[src/rtl/fp16_operand_unpack.sv]
// Purpose : unpack an FP16 operand stream into sign, unbiased exponent and an
//           explicit-leading-one mantissa; subnormals pre-normalised.
// Latency : 2 cycles input transfer -> out_valid, 1 operand/cycle throughput.
// Backpressure: in_ready = !s1_valid || !s2_valid || out_ready; stalled stages hold data.
//
// Ports: clk/rst_n (async active-low); in_data/in_valid/in_ready input stream;
//        out_sign/out_exp/out_man/out_zero/out_special/out_idx/out_last with
//        out_valid/out_ready output stream.
// Optional: define FP16_OPERAND_UNPACK_STATS_EN to add stat_zero_cnt,
//           stat_sub_cnt, stat_special_cnt (16-bit saturating output counters).
module fp16_operand_unpack #(
    parameter int VEC_LEN = 16,
    parameter int IDX_W   = 4
) (
    input  logic             clk,
    input  logic             rst_n,
    input  logic [15:0]      in_data,
    input  logic             in_valid,
    output logic             in_ready,
    output logic             out_sign,
    output logic [6:0]       out_exp,
    output logic [10:0]      out_man,
    output logic             out_zero,
    output logic             out_special,
    output logic [IDX_W-1:0] out_idx,
    output logic             out_last,
    output logic             out_valid,
    input  logic             out_ready
`ifdef FP16_OPERAND_UNPACK_STATS_EN
    ,
    output logic [15:0]      stat_zero_cnt,
    output logic [15:0]      stat_sub_cnt,
    output logic [15:0]      stat_special_cnt
`endif
);

    // Leading-zero count of the 10-bit fraction (only meaningful for nonzero input).
    function automatic logic [3:0] lzc10(input logic [9:0] f);
        logic [3:0] n;
        logic       found;
        n     = 4'd0;
        found = 1'b0;
        for (int i = 9; i >= 0; i--) begin
            if (!found) begin
                if (f[i]) found = 1'b1;
                else      n = n + 4'd1;
            end
        end
        return n;
    endfunction

    // Stage 1 state
    logic       s1_valid;
    logic       s1_sign;
    logic [4:0] s1_exp;
    logic [9:0] s1_frac;
    logic       s1_zero;
    logic       s1_sub;
    logic       s1_special;
    logic [3:0] s1_lzc;

    logic             s2_valid;
    logic [IDX_W-1:0] idx_cnt;

    logic in_xfer;
    logic s2_load;

    assign in_ready  = !s1_valid || !s2_valid || out_ready;
    assign in_xfer   = in_valid && in_ready;
    assign s2_load   = s1_valid && (!s2_valid || out_ready);
    assign out_valid = s2_valid;
    assign out_last  = (out_idx == IDX_W'(VEC_LEN - 1));

    always_ff @(posedge clk or negedge rst_n) begin
        if (!rst_n) begin
            s1_valid   <= 1'b0;
            s1_sign    <= 1'b0;
            s1_exp     <= 5'd0;
            s1_frac    <= 10'd0;
            s1_zero    <= 1'b0;
            s1_sub     <= 1'b0;
            s1_special <= 1'b0;
            s1_lzc     <= 4'd0;
        end else begin
            if (in_xfer) begin
                s1_valid   <= 1'b1;
                s1_sign    <= in_data[15];
                s1_exp     <= in_data[14:10];
                s1_frac    <= in_data[9:0];
                s1_zero    <= (in_data[14:10] == 5'd0) && (in_data[9:0] == 10'd0);
                s1_sub     <= (in_data[14:10] == 5'd0) && (in_data[9:0] != 10'd0);
                s1_special <= (in_data[14:10] == 5'd31);
                s1_lzc     <= lzc10(in_data[9:0]);
            end else if (s2_load) begin
                s1_valid   <= 1'b0;
            end
        end
    end

    // Shifting by lzc+1 pushes the first set fraction bit into bit 10.
    logic [10:0] sub_man;
    logic [10:0] n_man;
    logic [6:0]  n_exp;

    assign sub_man = {1'b0, s1_frac} << (s1_lzc + 4'd1);

    always_comb begin
        n_man = {1'b1, s1_frac};
        n_exp = {2'b00, s1_exp} - 7'd15;
        if (s1_zero) begin
            n_man = 11'd0;
            n_exp = 7'd0;
        end else if (s1_special) begin
            n_exp = 7'd16;
        end else if (s1_sub) begin
            n_man = sub_man;
            n_exp = 7'd113 - {3'b000, s1_lzc};   // -15 - lzc in 7-bit two's complement
        end
    end

`ifdef FP16_OPERAND_UNPACK_STATS_EN
    logic s2_sub;
`endif

    always_ff @(posedge clk or negedge rst_n) begin
        if (!rst_n) begin
            s2_valid    <= 1'b0;
            out_sign    <= 1'b0;
            out_exp     <= 7'd0;
            out_man     <= 11'd0;
            out_zero    <= 1'b0;
            out_special <= 1'b0;
            out_idx     <= '0;
            idx_cnt     <= '0;
`ifdef FP16_OPERAND_UNPACK_STATS_EN
            s2_sub      <= 1'b0;
`endif
        end else begin
            if (s2_load) begin
                s2_valid    <= 1'b1;
                out_sign    <= s1_sign;
                out_exp     <= n_exp;
                out_man     <= n_man;
                out_zero    <= s1_zero;
                out_special <= s1_special;
                out_idx     <= idx_cnt;
                idx_cnt     <= (idx_cnt == IDX_W'(VEC_LEN - 1)) ? '0 : idx_cnt + IDX_W'(1);
`ifdef FP16_OPERAND_UNPACK_STATS_EN
                s2_sub      <= s1_sub;
`endif
            end else if (out_ready) begin
                s2_valid    <= 1'b0;
            end
        end
    end

`ifdef FP16_OPERAND_UNPACK_STATS_EN
    logic out_xfer;
    assign out_xfer = s2_valid && out_ready;

    always_ff @(posedge clk or negedge rst_n) begin
        if (!rst_n) begin
            stat_zero_cnt    <= 16'd0;
            stat_sub_cnt     <= 16'd0;
            stat_special_cnt <= 16'd0;
        end else if (out_xfer) begin
            if (out_zero && stat_zero_cnt != 16'hFFFF)
                stat_zero_cnt <= stat_zero_cnt + 16'd1;
            if (s2_sub && stat_sub_cnt != 16'hFFFF)
                stat_sub_cnt <= stat_sub_cnt + 16'd1;
            if (out_special && stat_special_cnt != 16'hFFFF)
                stat_special_cnt <= stat_special_cnt + 16'd1;
        end
    end
`endif

endmodule

[config.mk]
export PLATFORM = sky130hd
export DESIGN_NAME = fp16_operand_unpack
export DESIGN_NICKNAME = d
export VERILOG_FILES = /design/src/rtl/fp16_operand_unpack.sv
export SDC_FILE = /design/constraint.sdc
export NUM_CORES = 1
export LEC_CHECK = 0
export ABC_AREA = 0
export BUFFER_PORTS_ARGS = -buffer_cell sky130_fd_sc_hd__buf_2
export CAP_MARGIN = 5
export CORE_ASPECT_RATIO = 1.75
export CORE_UTILIZATION = 50
export CTS_CLUSTER_SIZE = 16
export DETAILED_ROUTE_END_ITERATION = 8
export GPL_TIMING_DRIVEN = 0
export PLACE_DENSITY = 0.73
export RECOVER_POWER = 50
export SLEW_MARGIN = 10
export SYNTH_ARGS = -nofsm -noshare
export SYNTH_HDL_FRONTEND = slang
export SYNTH_SLANG_ARGS = --single-unit
[constraint.sdc]
create_clock -name clk -period 2.5 [get_ports clk]
set_clock_uncertainty 0.1 [all_clocks]
set_input_delay 0.375 -clock clk [delete_from_list [all_inputs] [get_ports clk]]
set_output_delay 0.375 -clock clk [all_outputs]
set_load 0.02 [all_outputs]
==> impl_metrics.xml, run 1 <==
<?xml version="1.0" encoding="UTF-8"?>
<metrics>
  <group name="run_status">
    <metric name="run_status" unit="">finished, violations left</metric>
    <metric name="failed_checks" unit="">negative setup slack</metric>
  </group>
  <group name="floorplan">
    <metric name="die_x" unit="um">61.71</metric>
    <metric name="floorplan.initialDensity" unit="%">52.64</metric>
    <metric name="die_area" unit="um2">6571</metric>
    <metric name="boundaryPins" unit="">48</metric>
    <metric name="number_of_rows_created_at_floorplan" unit="">37</metric>
    <metric name="fp.dieH" unit="um">106.5</metric>
    <metric name="fp.coreArea" unit="um2">5926</metric>
  </group>
  <group name="min_path">
    <metric name="hold-path-endpoint" unit="">s1_valid$_DFFE_PN0P_</metric>
    <metric name="worst_hold_startpoint" unit="">in_valid</metric>
    <metric name="worst_hold_path.num_cells" unit="">2</metric>
    <metric name="holdCritPathClass" unit="">input pin to flip-flop</metric>
  </group>
  <group name="placed_design">
    <metric name="placement.io_buffers" unit="">46</metric>
    <metric name="gp_congestion" unit="">0.9570</metric>
    <metric name="post-dp-hpwl" unit="um">5432</metric>
    <metric name="post_place_cells" unit="">454</metric>
  </group>
  <group name="critical_path">
    <metric name="required_arrival_time_at_the_worst_endpoint" unit="ns">2.59</metric>
    <metric name="worstPathArrival" unit="ns">4.09</metric>
    <metric name="regToRegSetupSlack" unit="ns">0.18</metric>
    <metric name="setup.worst_path.start_class" unit="">input pin</metric>
    <metric name="timing.rr.end" unit="">out_man[10]$_DFFE_PN0P_</metric>
    <metric name="category_of_the_worst_setup_path_capture_point" unit="">flip-flop</metric>
    <metric name="worst_r2r_startpoint" unit="">s1_lzc[1]$_DFFE_PN0P_</metric>
    <metric name="critPathMaxFanout" unit="">3</metric>
    <metric name="startpoint_to_endpoint_class_of_the_critical_path" unit="">input pin to flip-flop</metric>
    <metric name="r2r.worst_path.cells" unit="">7</metric>
  </group>
  <group name="clock_tree">
    <metric name="buffer_cell_driving_the_clock_tree_root" unit="">sky130_fd_sc_hd__clkbuf_8</metric>
    <metric name="clock_tree_from_tritoncts" unit="">built</metric>
    <metric name="cts.hold.buffers_added" unit="">0</metric>
    <metric name="clk_transition_reported_paths" unit="ns">0.10</metric>
    <metric name="max-clock-path-buffers" unit="">2</metric>
    <metric name="clock_tree.htree_level_count" unit="">2</metric>
    <metric name="numClockSinks" unit="">53</metric>
    <metric name="clock_insertion_delay_worst_skew" unit="ns">0.32</metric>
    <metric name="cts_made_buffers" unit="">5</metric>
  </group>
  <group name="timing">
    <metric name="period_utilization" unit="%">159.9</metric>
    <metric name="worst_slew_pin_slew" unit="ns">1.248</metric>
    <metric name="hold_viol" unit="">0</metric>
    <metric name="timing_max_transition_violations_final" unit="">0</metric>
    <metric name="slew_headroom" unit="%">16.77</metric>
    <metric name="fin_tns_setup" unit="ns">-3.521</metric>
    <metric name="worst_hold_slack" unit="ns">0.1737</metric>
    <metric name="grt_setup_unrepaired" unit="">true</metric>
    <metric name="setup_viol" unit="">3</metric>
    <metric name="achievable-frequency" unit="MHz">250.2</metric>
    <metric name="final.min_clock_period" unit="ns">3.997</metric>
    <metric name="final.setup.worst_slack" unit="ns">-1.497</metric>
  </group>
  <group name="synthesis">
    <metric name="synth.top_cell.area_share" unit="%">42.52</metric>
    <metric name="yosys_register_bits" unit="">53</metric>
    <metric name="syn_area_per_cell" unit="um2">9.452</metric>
    <metric name="yosysSeqAreaShare" unit="%">42.52</metric>
    <metric name="number_of_synthesized_flops_with_an_enable_pin" unit="">0</metric>
    <metric name="synth.area.top_cells" unit="">sky130_fd_sc_hd__dfrtp_1 (43%), sky130_fd_sc_hd__mux2_2 (9.0%), sky130_fd_sc_hd__nand2_1 (5.2%)</metric>
    <metric name="synth.largest_area_cell" unit="">sky130_fd_sc_hd__dfrtp_1</metric>
    <metric name="yosys.cell_types.count" unit="">49</metric>
    <metric name="syn_area" unit="um2">3119</metric>
    <metric name="yosys_most_used_dff" unit="">sky130_fd_sc_hd__dfrtp_1</metric>
    <metric name="syn-instance-count" unit="">330</metric>
    <metric name="synth_common_cells" unit="">sky130_fd_sc_hd__dfrtp_1 (53), sky130_fd_sc_hd__nand2_1 (43), sky130_fd_sc_hd__o21ai_0 (29)</metric>
    <metric name="synthesis.nets" unit="">361</metric>
    <metric name="synth_warnings" unit="">0</metric>
    <metric name="async_flop_share" unit="%">100.0</metric>
    <metric name="cell_with_the_most_instances_after_synthesis" unit="">sky130_fd_sc_hd__dfrtp_1</metric>
  </group>
  <group name="routing">
    <metric name="vias" unit="">2631</metric>
    <metric name="drt_pass1_iterations" unit="">5</metric>
    <metric name="ant_nets" unit="">0</metric>
    <metric name="wire_per_inst" unit="um">14.62</metric>
    <metric name="route.detailed.vias_per_inst" unit="">5.610</metric>
    <metric name="drc_errors" unit="">0</metric>
    <metric name="total_wirelength_of_the_detailed_routed_design" unit="um">6859</metric>
    <metric name="drt-initial-drc-count" unit="">72</metric>
  </group>
  <group name="finish">
    <metric name="final_nets" unit="">421</metric>
    <metric name="layout-area-overhead-vs-synth" unit="%">19.66</metric>
    <metric name="antenna_cells" unit="">0</metric>
    <metric name="post_route_insts_no_fill" unit="">469</metric>
    <metric name="finish.utilization" unit="%">62.99</metric>
    <metric name="final_layout_size_suffix_gt1_share" unit="%">26.60</metric>
  </group>
  <group name="pwr">
    <metric name="leakage" unit="nW">1.654</metric>
    <metric name="p_total" unit="W">0.002545</metric>
    <metric name="max-vdd-ir-drop" unit="V">0.0002865</metric>
    <metric name="power-per-cell-area" unit="nW/um2">681.8</metric>
  </group>
  <group name="global_route">
    <metric name="grt_pass1_wl" unit="um">11180</metric>
    <metric name="total_track_usage" unit="%">22.86</metric>
    <metric name="initial_antenna_violation_count" unit="">0</metric>
    <metric name="grt_max_degree" unit="">54</metric>
    <metric name="vias_in_the_first_global_route" unit="">2549</metric>
    <metric name="overflow" unit="">0</metric>
  </group>
  <group name="flow_run">
    <metric name="max_cap_viol_count" unit="">0</metric>
  </group>
</metrics>
cells by family after synthesis:
logic type,count (synthesis),share of synthesized area [%]
fa+ha+maj,11,4.412
mux,37,12.88
xor+xnor,12,3.370
flops,53,42.52
simple gates,110,17.57
compound gates,80,15.89
buf+inv,27,3.370
power by group:
| part | internal [W] | switching, W |
|---|---|---|
| sequential | 0.00103 | 0.000144 |
| clock | 0.000199 | 0.000284 |
| combinational | 0.000368 | 0.000517 |
| total | 0.00160 | 0.000945 |
sequential cells by signal, indices dropped and copies added (netlist names):
register,count
s1_zero,1
s1_sub,1
out_valid,1
out_zero,1
s1_lzc,4
s1_special,1
s1_valid,1
out_exp,6
s1_exp,5
s1_frac,10
out_idx,4
out_sign,1
out_man,11
out_special,1
s1_sign,1
idx_cnt,4
worst max-delay path, cell delays in order:
cell	delay, ns
sky130_fd_sc_hd__buf_12	0.09
sky130_fd_sc_hd__inv_6	0.03
sky130_fd_sc_hd__a21oi_4	0.16
sky130_fd_sc_hd__ha_4	0.22
sky130_fd_sc_hd__o31ai_4	0.27
sky130_fd_sc_hd__inv_2	0.09
sky130_fd_sc_hd__ha_4	0.25
sky130_fd_sc_hd__and2b_1	0.13
sky130_fd_sc_hd__o2111ai_2	0.13
sky130_fd_sc_hd__a32oi_2	0.28
sky130_fd_sc_hd__inv_2	0.07
sky130_fd_sc_hd__ha_4	0.26
sky130_fd_sc_hd__nor2_1	0.03
sky130_fd_sc_hd__a21oi_1	0.13
sky130_fd_sc_hd__ha_1	0.25
sky130_fd_sc_hd__mux2i_1	0.13
sky130_fd_sc_hd__mux2i_1	0.11
sky130_fd_sc_hd__ha_2	0.19
sky130_fd_sc_hd__nor2b_4	0.12
sky130_fd_sc_hd__xnor2_1	0.13
sky130_fd_sc_hd__or3_1	0.32
sky130_fd_sc_hd__a21oi_2	0.14
sky130_fd_sc_hd__xnor2_1	0.13
sky130_fd_sc_hd__o21ai_1	0.07
stage by stage:
step	worst slack, ns	cell area, um2
finish	-1.497	3732
global route	-1.760	3732
CTS	-1.574	3735
detailed placement	-2.173	3507
global placement	-2.108	3507
floorplan	-1.551	3179
layout make-up:
class	count	area (um2)
Fill cell	546	2193
Multi-Input combinational cell	250	1798
Sequential cell	53	1326
Timing Repair Buffer	54	307.8
Tap cell	78	97.59
Clock buffer	5	68.82
Buffer	15	66.31
Inverter	11	46.29
Clock inverter	3	21.27
worst max-delay path by stage:
stage          slack, ns               endpoint       start
6_report           -1.50  s1_lzc[2]$_DFFE_PN0P_  in_data[8]
2_1_floorplan      -1.55  s1_lzc[2]$_DFFE_PN0P_  in_data[7]
3_5_place_dp       -2.17  s1_lzc[2]$_DFFE_PN0P_  in_data[8]
5_1_grt            -1.76  s1_lzc[2]$_DFFE_PN0P_  in_data[8]
4_1_cts            -1.57  s1_lzc[2]$_DFFE_PN0P_  in_data[8]
3_3_place_gp       -2.11  s1_lzc[2]$_DFFE_PN0P_  in_data[8]
layer usage:
metal	track usage [%]	vias to the layer above	wire length, um
li1	-	1296	-
met1	22.50	1256	2549
met2	42.40	62	3904
met3	3.528	17	176
met4	12.22	0	229
met5	0	-	0
cells in the final DEF, fill, tap and decap left out, drive strengths merged, types with 4 or more instances in the layout:
cell / instances
a21oi: 20
a22o: 5
and2: 4
buf: 47
clkbuf: 27
dfrtp: 53
ha: 11
inv: 12
mux2: 25
mux2i: 12
nand2: 43
nand2b: 6
nand3: 6
nor2: 18
nor2b: 7
nor3: 7
o21ai: 31
xnor2: 9
timing repair:
item                                    4_1_cts  5_1_grt
pin swaps                                    16        6
endpoints found under the hold margin         0        0
resized for setup                            19        3
setup buffers                                 7        1
endpoints found under the setup margin        4        4
No activity file was read; power rests on OpenSTA's default activity.
==> inputs of run 2 (changes only) <==
- HOLD_SLACK_MARGIN: default -> 0.08
- PLACE_DENSITY: 0.73 -> 0.81
==> impl_metrics.xml, run 2 (synthesis results as in run 1) <==
<?xml version="1.0" encoding="UTF-8"?>
<metrics>
  <group name="run_status">
    <metric name="run_status" unit="">finished, violations left</metric>
    <metric name="failed_checks" unit="">negative setup slack</metric>
  </group>
  <group name="timing">
    <metric name="worst_hold_slack" unit="ns">0.1632</metric>
    <metric name="worst_slew_pin_slew" unit="ns">1.234</metric>
    <metric name="achievable-frequency" unit="MHz">253.0</metric>
    <metric name="final.setup.worst_slack" unit="ns">-1.453</metric>
    <metric name="grt_setup_unrepaired" unit="">true</metric>
    <metric name="final.min_clock_period" unit="ns">3.953</metric>
    <metric name="period_utilization" unit="%">158.1</metric>
    <metric name="setup_viol" unit="">3</metric>
    <metric name="slew_headroom" unit="%">17.74</metric>
    <metric name="hold_viol" unit="">0</metric>
    <metric name="timing_max_transition_violations_final" unit="">0</metric>
  </group>
  <group name="global_route">
    <metric name="grt_max_degree" unit="">54</metric>
    <metric name="vias_in_the_first_global_route" unit="">2548</metric>
    <metric name="overflow" unit="">0</metric>
    <metric name="initial_antenna_violation_count" unit="">0</metric>
    <metric name="total_track_usage" unit="%">23.12</metric>
    <metric name="grt_pass1_wl" unit="um">11250</metric>
  </group>
  <group name="min_path">
    <metric name="holdCritPathClass" unit="">input pin to flip-flop</metric>
  </group>
  <group name="clock_tree">
    <metric name="max-clock-path-buffers" unit="">2</metric>
    <metric name="numClockSinks" unit="">53</metric>
    <metric name="clk_transition_reported_paths" unit="ns">0.10</metric>
    <metric name="clock_insertion_delay_worst_skew" unit="ns">0.32</metric>
    <metric name="buffer_cell_driving_the_clock_tree_root" unit="">sky130_fd_sc_hd__clkbuf_8</metric>
    <metric name="cts_made_buffers" unit="">5</metric>
    <metric name="clock_tree.htree_level_count" unit="">2</metric>
    <metric name="clock_tree_from_tritoncts" unit="">built</metric>
  </group>
  <group name="critical_path">
    <metric name="setup.worst_path.start_class" unit="">input pin</metric>
    <metric name="critical_path_cell_list" unit="">buf_12, a21oi_4, ha_4, o31ai_4, inv_2, ha_4, and2b_1, o2111ai_2, a32oi_2, inv_2, ha_4, nor2_1, a21oi_1, ha_1, mux2i_1, mux2i_1, ha_2, nor2b_4, xnor2_1, or3_1, a21oi_2, xnor2_1, o21ai_1</metric>
    <metric name="startpoint_to_endpoint_class_of_the_critical_path" unit="">input pin to flip-flop</metric>
    <metric name="timing.critical_path.mode_cell" unit="">sky130_fd_sc_hd__ha_4</metric>
    <metric name="critPathMaxFanout" unit="">4</metric>
    <metric name="slowest_delay" unit="ns">0.32</metric>
    <metric name="category_of_the_worst_setup_path_capture_point" unit="">flip-flop</metric>
    <metric name="worstPathArrival" unit="ns">4.05</metric>
    <metric name="crit_path_top_delay_cell" unit="">sky130_fd_sc_hd__or3_1</metric>
    <metric name="required_arrival_time_at_the_worst_endpoint" unit="ns">2.60</metric>
  </group>
  <group name="finish">
    <metric name="flip_flop_count_of_the_largest_register_after_layout" unit="">11</metric>
    <metric name="regArea" unit="um2">1326</metric>
    <metric name="registers_with_the_most_flip_flops" unit="">out_man: 11 flops, s1_frac: 10 flops, out_exp: 6 flops</metric>
    <metric name="layout.cells.most_common" unit="">sky130_fd_sc_hd__dfrtp_1</metric>
    <metric name="finish.utilization" unit="%">63.79</metric>
    <metric name="final_layout_size_suffix_gt1_share" unit="%">26.15</metric>
    <metric name="number_of_fill_cells" unit="">529</metric>
    <metric name="layout_common_cells" unit="">sky130_fd_sc_hd__dfrtp_1 (53), sky130_fd_sc_hd__nand2_1 (43), sky130_fd_sc_hd__buf_2 (34), sky130_fd_sc_hd__o21ai_0 (28), sky130_fd_sc_hd__mux2_2 (24)</metric>
    <metric name="layout-area-overhead-vs-synth" unit="%">21.18</metric>
    <metric name="final_nets" unit="">420</metric>
    <metric name="multi_input_comb_area" unit="um2">1813</metric>
    <metric name="antenna_cells" unit="">0</metric>
    <metric name="registers.top_by_ff_count" unit="">out_man</metric>
  </group>
  <group name="floorplan">
    <metric name="boundaryPins" unit="">48</metric>
    <metric name="number_of_rows_created_at_floorplan" unit="">37</metric>
    <metric name="fp.dieH" unit="um">106.5</metric>
    <metric name="die_x" unit="um">61.71</metric>
    <metric name="fp.coreArea" unit="um2">5926</metric>
    <metric name="die_area" unit="um2">6571</metric>
    <metric name="floorplan.initialDensity" unit="%">52.64</metric>
  </group>
  <group name="placed_design">
    <metric name="gp_congestion" unit="">0.9750</metric>
    <metric name="placement.io_buffers" unit="">46</metric>
    <metric name="post-dp-hpwl" unit="um">5319</metric>
    <metric name="pre_cts_ws" unit="ns">-2.181</metric>
  </group>
  <group name="routing">
    <metric name="drt-initial-drc-count" unit="">156</metric>
    <metric name="ant_nets" unit="">0</metric>
    <metric name="drc_errors" unit="">0</metric>
    <metric name="total_wirelength_of_the_detailed_routed_design" unit="um">6841</metric>
    <metric name="drt_pass1_iterations" unit="">4</metric>
    <metric name="wire_per_inst" unit="um">14.62</metric>
    <metric name="route.detailed.vias_per_inst" unit="">5.686</metric>
    <metric name="vias" unit="">2661</metric>
  </group>
  <group name="pwr">
    <metric name="leakage" unit="nW">1.667</metric>
    <metric name="power-per-cell-area" unit="nW/um2">707.6</metric>
    <metric name="max-vdd-ir-drop" unit="V">0.0003067</metric>
  </group>
  <group name="flow_run">
    <metric name="max_cap_viol_count" unit="">0</metric>
  </group>
</metrics>
-- run 2: changes by cell type in the layout (fill, tap and decap cells not counted), sizes merged --
cell / change
clkinv: -1
inv: -1
buf: -2
clkbuf: +1
dlygate4sd3: +1
bufinv: +1
-- run 2: timing repair --
action,4_1_cts,5_1_grt
endpoints found under the setup margin,3,6
pin swaps,15,10
gates resized for setup,17,10
hold endpoints to repair,0,53
buffers inserted,5,1
hold buffers,0,1
-- run 2: layer usage --
metal | up-vias | GRT usage [%] | part of all wire [%]
li1 | 1291 | - | -
met3 | 19 | 3.893 | 3.3
met4 | 0 | 11.11 | 3.4
met5 | - | 0 | 0
met2 | 68 | 43.55 | 58
met1 | 1283 | 22.48 | 36
-- run 2: critical path: cells and delay by family --
family / cells / cell delay, ns
XOR/XNOR: 2 / 0.20
adder cells (fa/ha/maj): 5 / 1.23
AND/OR/NAND/NOR: 4 / 0.66
AO/OA/AOI/OAI: 7 / 1.05
buffers and inverters: 3 / 0.26
multiplexers: 2 / 0.26
-- run 2: metrics by stage --
step / power [W] / instances / cell area, um2 / setup TNS [ns]
floorplan: 0.001773 / 330 / 3179 / -3.567
global placement: 0.002025 / 454 / 3507 / -5.109
detailed placement: 0.002058 / 454 / 3507 / -5.352
CTS: 0.002676 / 467 / 3739 / -3.604
global route: 0.002845 / 468 / 3780 / -3.871
finish: 0.002675 / 468 / 3780 / -3.383
-- run 2: worst paths after layout --
path | startpoint | to | slack [ns] | depth (start not counted)
min reg2reg | out_man[1]$_DFFE_PN0P_ | out_man[1]$_DFFE_PN0P_ | 0.39 | 2
min in group asynchronous | rst_n | s1_exp[0]$_DFFE_PN0P_ | 0.74 | 2
min | in_valid | s1_valid$_DFFE_PN0P_ | 0.16 | 2
max | in_data[7] | s1_lzc[2]$_DFFE_PN0P_ | -1.45 | 23
max in group asynchronous | rst_n | s1_frac[7]$_DFFE_PN0P_ | 0.80 | 2
max reg2reg | s1_lzc[0]$_DFFE_PN0P_ | out_man[10]$_DFFE_PN0P_ | 0.23 | 8
-- run 2: area by class of cell --
class,count,share of cell area (%)
timing repair buffer,53,8.242
inverter,11,1.225
sequential,53,35.09
tap,78,2.582
buffer,15,1.721
clock inverter,2,0.9930
multi-input combinational,250,47.96
clock buffer,6,2.185
-- run 2: power by group --
| group | total [W] | internal (W) | switching (W) |
|---|---|---|---|
| sequential | 0.00118 | 0.00103 | 0.000148 |
| combinational | 0.000887 | 0.000372 | 0.000516 |
| clock | 0.000607 | 0.000326 | 0.000281 |
